### config.mk
export PLATFORM = sky130hd
export DESIGN_NAME = ps_config_master
export DESIGN_NICKNAME = d
export VERILOG_FILES = /design/src/rtl/ps_config_pkg.sv /design/src/rtl/ps_config_master_sync2.sv /design/src/rtl/ps_config_master.sv
export SDC_FILE = /design/constraint.sdc
export NUM_CORES = 1
export LEC_CHECK = 0
export ABC_AREA = 1
export CAP_MARGIN = 5
export CORE_MARGIN = 2
export CORE_UTILIZATION = 40
export CTS_CLUSTER_SIZE = 8
export DETAILED_ROUTE_END_ITERATION = 8
export MAX_ROUTING_LAYER = met4
export SLEW_MARGIN = 25
export SYNTH_ARGS = -nofsm -noshare
export SYNTH_HDL_FRONTEND = slang
export SYNTH_SLANG_ARGS = --single-unit
### constraint.sdc
create_clock -name clkin -period 1.7 [get_ports clkin]
set_clock_uncertainty 0.2 [all_clocks]
set_input_delay 0.425 -clock clkin [delete_from_list [all_inputs] [get_ports clkin]]
set_output_delay 0.425 -clock clkin [all_outputs]
set_load 0.03 [all_outputs]
### src/rtl/ps_config_pkg.sv
// ---------------------------------------------------------------------------
// ps_config_pkg
//
// Shared definitions for the passive-serial configuration master:
//   state_t   - sequencer states
//   ERR_*     - err_code values reported on the err_code output
//   max_int   - small elaboration-time helper for sizing counters
// ---------------------------------------------------------------------------
package ps_config_pkg;

    typedef enum logic [3:0] {
        IDLE,
        NCFG_LOW,
        WAIT_STATUS,
        LOAD,
        SHIFT_LO,
        SHIFT_HI,
        TAIL,
        WAIT_INIT,
        DONE,
        ERROR
    } state_t;

    localparam logic [1:0] ERR_NONE           = 2'b00;
    localparam logic [1:0] ERR_STATUS_TIMEOUT = 2'b01;
    localparam logic [1:0] ERR_STATUS_LOW     = 2'b10;
    localparam logic [1:0] ERR_CONF_TIMEOUT   = 2'b11;

    function automatic int max_int(input int a, input int b);
        return (a > b) ? a : b;
    endfunction

endpackage

### src/rtl/ps_config_master_sync2.sv
// ---------------------------------------------------------------------------
// sync2
//
// Two-flop synchroniser for a single asynchronous input. Both flops reset to
// RST_VAL so the synchronised output reads as the input's inactive level
// while reset is applied and until the first real samples arrive.
//
// Ports:
//   clkin      in  system clock, rising edge
//   coldres_n  in  asynchronous active-low reset
//   d          in  asynchronous input
//   q          out synchronised copy of d (two clkin cycles of latency)
// ---------------------------------------------------------------------------
module sync2 #(
    parameter logic RST_VAL = 1'b0
) (
    input  logic clkin,
    input  logic coldres_n,
    input  logic d,
    output logic q
);

    logic meta;

    always_ff @(posedge clkin or negedge coldres_n) begin
        if (!coldres_n) begin
            meta <= RST_VAL;
            q    <= RST_VAL;
        end else begin
            meta <= d;
            q    <= meta;
        end
    end

endmodule

### src/rtl/ps_config_master.sv
// ---------------------------------------------------------------------------
// ps_config_master
//
// Autonomous passive-serial configuration sequencer for an ACEX1K FPGA.
// Pulses nCONFIG, waits for nSTATUS, serialises a byte stream LSB first on
// DATA0/DCLK, clocks extra DCLK pulses until CONF_DONE, then waits for
// INIT_DONE.
//
// Ports:
//   clkin      in   system clock, rising edge
//   coldres_n  in   asynchronous active-low reset
//   start      in   one-cycle pulse, honoured in IDLE / DONE / ERROR only
//   din        in   [7:0] config byte, shifted LSB first
//   din_valid  in   din is valid
//   din_last   in   marks the final byte (sampled with din_valid)
//   din_ready  out  byte accepted when din_valid && din_ready
//   config_n   out  FPGA nCONFIG
//   dclk       out  FPGA DCLK
//   data0      out  FPGA DATA0
//   status_n   in   FPGA nSTATUS (asynchronous)
//   conf_done  in   FPGA CONF_DONE (asynchronous)
//   init_done  in   FPGA INIT_DONE (asynchronous)
//   busy       out  high in every state except IDLE, DONE, ERROR
//   done       out  level, high in DONE
//   error      out  level, high in ERROR
//   err_code   out  [1:0] 00 none, 01 status timeout,
//                   10 status_n low while shifting, 11 conf_done/init timeout
//
// Byte handshake: a byte transfers on a rising clkin edge where
// din_valid && din_ready. din_ready is high only in LOAD and drops on the
// transfer edge, so exactly one byte is taken per LOAD visit; din_valid is
// ignored in every other state. Producers may hold din_valid high while
// waiting and must keep din/din_last stable until the transfer.
//
// All outputs are registers.
// ---------------------------------------------------------------------------
module ps_config_master
    import ps_config_pkg::*;
#(
    parameter int CLK_DIV        = 2,
    parameter int NCFG_CYCLES    = 16,
    parameter int STATUS_TIMEOUT = 4096,
    parameter int TAIL_CLKS      = 16,
    parameter int INIT_TIMEOUT   = 65535
) (
    input  logic       clkin,
    input  logic       coldres_n,
    input  logic       start,
    input  logic [7:0] din,
    input  logic       din_valid,
    input  logic       din_last,
    output logic       din_ready,
    output logic       config_n,
    output logic       dclk,
    output logic       data0,
    input  logic       status_n,
    input  logic       conf_done,
    input  logic       init_done,
    output logic       busy,
    output logic       done,
    output logic       error,
    output logic [1:0] err_code
);

    // Shared timeout counter covers the longest wait.
    localparam int CNT_MAX = max_int(max_int(NCFG_CYCLES, STATUS_TIMEOUT), INIT_TIMEOUT);
    localparam int CNT_W   = (CNT_MAX > 1) ? $clog2(CNT_MAX) : 1;
    localparam int DIV_W   = (CLK_DIV > 1) ? $clog2(CLK_DIV) : 1;
    localparam int TAIL_W  = (TAIL_CLKS > 1) ? $clog2(TAIL_CLKS) : 1;

    localparam logic [CNT_W-1:0]  NCFG_LOAD   = CNT_W'(NCFG_CYCLES - 1);
    localparam logic [CNT_W-1:0]  STATUS_LOAD = CNT_W'(STATUS_TIMEOUT - 1);
    localparam logic [CNT_W-1:0]  INIT_LOAD   = CNT_W'(INIT_TIMEOUT - 1);
    localparam logic [DIV_W-1:0]  DIV_LOAD    = DIV_W'(CLK_DIV - 1);
    localparam logic [TAIL_W-1:0] TAIL_LAST   = TAIL_W'(TAIL_CLKS - 1);

    state_t            state;
    logic [CNT_W-1:0]  cnt;
    logic [DIV_W-1:0]  div_cnt;
    logic [TAIL_W-1:0] tail_cnt;
    logic              tail_hi;
    logic [1:0]        guard;
    logic [6:0]        shreg;      // remaining bits of the current byte
    logic [2:0]        bitcnt;
    logic              last_f;
    logic              seen_low;

    logic status_s;
    logic conf_s;
    logic init_s;
    logic shift_fault;

    sync2 #(.RST_VAL(1'b1)) u_sync_status (
        .clkin     (clkin),
        .coldres_n (coldres_n),
        .d         (status_n),
        .q         (status_s)
    );

    sync2 #(.RST_VAL(1'b0)) u_sync_conf (
        .clkin     (clkin),
        .coldres_n (coldres_n),
        .d         (conf_done),
        .q         (conf_s)
    );

    sync2 #(.RST_VAL(1'b0)) u_sync_init (
        .clkin     (clkin),
        .coldres_n (coldres_n),
        .d         (init_done),
        .q         (init_s)
    );

    // The FPGA pulling nSTATUS low while data is flowing means it rejected
    // the bitstream; this overrides every other action in those states.
    always_comb begin
        shift_fault = 1'b0;
        if (!status_s && (state == LOAD || state == SHIFT_LO || state == SHIFT_HI))
            shift_fault = 1'b1;
    end

    always_ff @(posedge clkin or negedge coldres_n) begin
        if (!coldres_n) begin
            state     <= IDLE;
            config_n  <= 1'b1;
            dclk      <= 1'b0;
            data0     <= 1'b0;
            din_ready <= 1'b0;
            busy      <= 1'b0;
            done      <= 1'b0;
            error     <= 1'b0;
            err_code  <= ERR_NONE;
            cnt       <= '0;
            div_cnt   <= '0;
            tail_cnt  <= '0;
            tail_hi   <= 1'b0;
            guard     <= '0;
            shreg     <= '0;
            bitcnt    <= '0;
            last_f    <= 1'b0;
            seen_low  <= 1'b0;
        end else if (shift_fault) begin
            state     <= ERROR;
            error     <= 1'b1;
            err_code  <= ERR_STATUS_LOW;
            busy      <= 1'b0;
            dclk      <= 1'b0;
            din_ready <= 1'b0;
            config_n  <= 1'b1;
        end else begin
            case (state)
                IDLE, DONE, ERROR: begin
                    if (start) begin
                        state     <= NCFG_LOW;
                        config_n  <= 1'b0;
                        cnt       <= NCFG_LOAD;
                        done      <= 1'b0;
                        error     <= 1'b0;
                        err_code  <= ERR_NONE;
                        busy      <= 1'b1;
                        dclk      <= 1'b0;
                        data0     <= 1'b0;
                        din_ready <= 1'b0;
                        seen_low  <= 1'b0;
                    end
                end

                NCFG_LOW: begin
                    if (!status_s)
                        seen_low <= 1'b1;
                    if (cnt == '0) begin
                        config_n <= 1'b1;
                        cnt      <= STATUS_LOAD;
                        guard    <= 2'd2;
                        state    <= WAIT_STATUS;
                    end else begin
                        cnt <= cnt - 1'b1;
                    end
                end

                // The guard holds off both acceptance and the timeout for two
                // cycles after nCONFIG release, so a stale high nSTATUS still
                // in the synchroniser cannot be taken as "FPGA ready".
                WAIT_STATUS: begin
                    if (guard != 2'd0) begin
                        guard <= guard - 2'd1;
                    end else if (status_s && seen_low) begin
                        din_ready <= 1'b1;
                        state     <= LOAD;
                    end else if (cnt == '0) begin
                        state    <= ERROR;
                        error    <= 1'b1;
                        err_code <= ERR_STATUS_TIMEOUT;
                        busy     <= 1'b0;
                        config_n <= 1'b1;
                    end else begin
                        cnt <= cnt - 1'b1;
                    end
                end

                LOAD: begin
                    if (din_valid && din_ready) begin
                        data0     <= din[0];
                        shreg     <= din[7:1];
                        last_f    <= din_last;
                        bitcnt    <= 3'd0;
                        din_ready <= 1'b0;
                        div_cnt   <= DIV_LOAD;
                        state     <= SHIFT_LO;
                    end
                end

                // data0 is already valid on entry; the low phase is its setup.
                SHIFT_LO: begin
                    if (div_cnt != '0) begin
                        div_cnt <= div_cnt - 1'b1;
                    end else begin
                        dclk    <= 1'b1;
                        div_cnt <= DIV_LOAD;
                        state   <= SHIFT_HI;
                    end
                end

                SHIFT_HI: begin
                    if (div_cnt != '0) begin
                        div_cnt <= div_cnt - 1'b1;
                    end else begin
                        dclk <= 1'b0;
                        if (bitcnt == 3'd7) begin
                            if (last_f) begin
                                data0    <= 1'b0;
                                div_cnt  <= DIV_LOAD;
                                tail_cnt <= '0;
                                tail_hi  <= 1'b0;
                                state    <= TAIL;
                            end else begin
                                din_ready <= 1'b1;
                                state     <= LOAD;
                            end
                        end else begin
                            bitcnt  <= bitcnt + 3'd1;
                            data0   <= shreg[0];
                            shreg   <= {1'b0, shreg[6:1]};
                            div_cnt <= DIV_LOAD;
                            state   <= SHIFT_LO;
                        end
                    end
                end

                // Free-running DCLK with DATA0 low; CONF_DONE is only examined
                // at the end of each complete pulse.
                TAIL: begin
                    data0 <= 1'b0;
                    if (div_cnt != '0) begin
                        div_cnt <= div_cnt - 1'b1;
                    end else if (!tail_hi) begin
                        dclk    <= 1'b1;
                        tail_hi <= 1'b1;
                        div_cnt <= DIV_LOAD;
                    end else begin
                        dclk    <= 1'b0;
                        tail_hi <= 1'b0;
                        div_cnt <= DIV_LOAD;
                        if (conf_s) begin
                            cnt   <= INIT_LOAD;
                            state <= WAIT_INIT;
                        end else if (tail_cnt == TAIL_LAST) begin
                            state    <= ERROR;
                            error    <= 1'b1;
                            err_code <= ERR_CONF_TIMEOUT;
                            busy     <= 1'b0;
                        end else begin
                            tail_cnt <= tail_cnt + 1'b1;
                        end
                    end
                end

                WAIT_INIT: begin
                    dclk <= 1'b0;
                    if (init_s) begin
                        state <= DONE;
                        done  <= 1'b1;
                        busy  <= 1'b0;
                    end else if (cnt == '0) begin
                        state    <= ERROR;
                        error    <= 1'b1;
                        err_code <= ERR_CONF_TIMEOUT;
                        busy     <= 1'b0;
                    end else begin
                        cnt <= cnt - 1'b1;
                    end
                end

                default: begin
                    state <= IDLE;
                end
            endcase
        end
    end

endmodule

==> flow_summary.yaml <==
yosys:
  syn_area_per_cell_sq_um: 6.78
  synthesis.area_sq_um: 3510
  synth_cell_types: 35
  synth_compound_area_frac: 0.0933
  ys_seq_area_frac: 0.393
  synth-simple-area-share: 0.409
  synth.mux.area_fraction: 0
  synth_top_family_by_area: "simple AND/OR/NAND/NOR gates"
  synthAdderAreaFrac: 0.0214
  synthArstFlopShare: 1.00
  syn_inst: 518
  yosys_warnings: 0
  yosys_register_bits: 55
  synth_nets: 540
  synthFlopType: "dfrtp_1"
  synth-edff-count: 0
  synth-xor-area-share: 0.0175
final_layout:
  fill_cells: 761
  areaGrowthSynthToFinish_pct: 56.8
  post-route-cell-area_sq_um: 5510
  final_net_count: 689
  drive_above_1_share: 0.400
  diodes: 0
die:
  die_area_sq_um: 9550
  die_h_um: 97.7
  die_w_um: 97.7
  initial_core_util: 0.407
  fp-row-count: 34
  num_io_pins: 25
  core_area_sq_um: 8640
setup_path:
  cp-end-kind: "flip-flop"
  worstPathArrival_ps: 1910
  worstSetupPathType: "reg2reg"
  cp.required_ps: 1710
  critPathMaxFanout: 8
  cp-start-kind: "flip-flop"
grt:
  grt_max_degree: 56
  antenna_found_initial: 0
  grt_pass1_wl_mm: 17.6
  grt_pass1_vias: 3945
  grt.total_usage: 0.231
  grt-ovfl-total: 0
placed_design:
  dpl.hpwl_mm: 7.52
  post-place-ws_ps: -361
  postPlaceCellArea_sq_um: 4760
  portBuffers: 24
  gp_congestion: 0.889
sta:
  fin_crit_sh: 1.12
  worst_slew_pin_slew_ps: 325
  setup_viol: 45
  min_period_ps: 1910
  setup_ws_ps: -208
  grt_setup_unrepaired: "yes"
  hold_viol: 0
  fmax_mhz: 524
  slew_headroom: 0.783
  holdWs_ps: 163
  slew_violations: 0
run_status:
  violations: "setup timing"
  status: "complete, but fails checks"
clock_tree:
  clkLatencyLatePin_ps: 310
  clock_path_buffers: 2
  numCtsBuffers: 5
  cts_max_level: 2
  cts_tree: "built"
  clk_pin_slew_ps: 100
  root_buffer: "clkbuf_8"
  clock-sinks: 55
route:
  avgRoutedWirePerCell_um: 13.9
  detail_route.iter0.violations: 142
  wirelength_mm: 10.8
  ant_nets: 0
  via_per_inst: 5.10
  dr_total_vias: 3957
  dr.pass1.iters: 5
  drc: 0
run:
  cap_violations: 0
pwr:
  total_leakage_power_nw: 2.85
  power.density_nw_per_um2: 1880
  ir_drop_uv: 784
hold_path:
  hold_path.class: "reg2reg"
-- logic make-up (layout without fill, tap and decap cells) --
kind of cell / count (synthesis) / after routing
xor gates and xnor gates: 7 / 7
buffers and inverters: 56 / 205
DFF: 55 / 55
AOI/OAI and AO/OA: 60 / 60
and+or+nand+nor: 334 / 335
adders and majority gates: 6 / 6
-- Yosys cell counts, types with 2 or more instances --
| master | n | share of area |
|---|---|---|
| nor2_4 | 3 | 0.0096 |
| o21ai_0 | 34 | 0.048 |
| inv_1 | 43 | 0.046 |
| a21oi_1 | 6 | 0.0086 |
| nand3b_1 | 4 | 0.0086 |
| xor2_1 | 2 | 0.0050 |
| o211ai_1 | 3 | 0.0064 |
| nand2_2 | 3 | 0.0053 |
| nand2_1 | 204 | 0.22 |
| dfrtp_1 | 52 | 0.37 |
| nand4_1 | 14 | 0.025 |
| buf_6 | 2 | 0.0064 |
| ha_1 | 6 | 0.021 |
| clkbuf_1 | 2 | 0.0021 |
| nor2_2 | 6 | 0.011 |
| dfstp_2 | 3 | 0.022 |
| o31ai_1 | 2 | 0.0043 |
| o21ai_1 | 11 | 0.016 |
| inv_2 | 6 | 0.0064 |
| nor2_1 | 54 | 0.058 |
| nand3_1 | 40 | 0.057 |
| xnor2_1 | 5 | 0.012 |
-- area by class of cell --
class	instances	area, sq um	share of cell area
inverters	50	204	0.0370
clock inverters	2	12.5	0.00227
well taps	108	135	0.0245
multi-input cells	408	2400	0.435
flip-flops and latches	55	1390	0.252
clock buffers	6	72.6	0.0132
repair buffers	147	1300	0.236
-- repair_timing --
action                                 in CTS  in global routing
endpoints found under the hold margin      52                  0
setup endpoints to repair                  54                 52
gates resized for setup                   102                 71
gates cloned                                1                  1
hold buffers                                1                  0
pin swaps                                  18                 26
buffers inserted                            9                  6
-- per-stage QoR --
step	std cells	util	setup TNS (ps)	power, mW
5_1_grt	776	0.637	-9510	11.3
3_3_place_gp	751	0.551	-11470	8.12
6_report	776	0.637	-5650	10.4
2_1_floorplan	518	-	-899	5.56
3_5_place_dp	751	0.551	-13500	8.22
4_1_cts	770	0.603	-3660	9.55
-- layout by cell type (no fill, tap or decap), types with 5 or more instances in the layout --
cell and instances:
buf_12 7, buf_4 105, buf_6 12, clkbuf_8 5, clkdlybuf4s50_1 14, dfrtp_1 48
inv_1 34, inv_2 10, nand2_1 174, nand2_2 24, nand2_4 9, nand3_1 28
nand3_2 11, nand4_1 14, nor2_1 32, nor2_2 15, nor2_4 16, o21ai_0 19
o21ai_1 11, o21ai_2 14, xnor2_1 5
-- final timing paths --
path                                     from         endpoint  slack, ps  depth (start not counted)
setup / recovery              u_sync_status.q        bitcnt[2]       -210                          6
hold / removal             u_sync_status.meta  u_sync_status.q        160                          0
setup reg to reg              u_sync_status.q        bitcnt[2]       -210                          6
hold reg to reg            u_sync_status.meta  u_sync_status.q        160                          0
max in group asynchronous           coldres_n         config_n        550                          3
min in group asynchronous           coldres_n           cnt[5]        400                          3
-- layer usage --
metal	global-route usage	vias to the layer above	routed length, um
li1	-	1970	-
met1	0.266	1865	4420
met2	0.415	95	5700
met3	0.0252	27	372
met4	0.0812	0	272
met5	-	-	0
-- flip-flops by register name, indices dropped and copies added (netlist names), 2 cells and up --
name      cells
cnt          16
bitcnt        3
state         4
err_code      2
shreg         7
guard         2
tail_cnt      4
-- worst max-delay path: stages, from the launching register on --
cell and delay [ps]:
dfstp_2 600, clkinvlp_4 220, nand2_8 160, nand2_4 70, nor3_4 270, clkbuf_16 220, o21ai_2 50
-- power by group --
group | total (mW) | internal, mW | switching [mW] | leakage (nW)
clock network | 0.743 | 0.290 | 0.453 | 0.0412
logic | 7.48 | 3.36 | 4.12 | 2.11
registers | 2.14 | 1.80 | 0.337 | 0.702
total | 10.4 | 5.45 | 4.91 | 2.85
(Power assumes the default switching activity.)
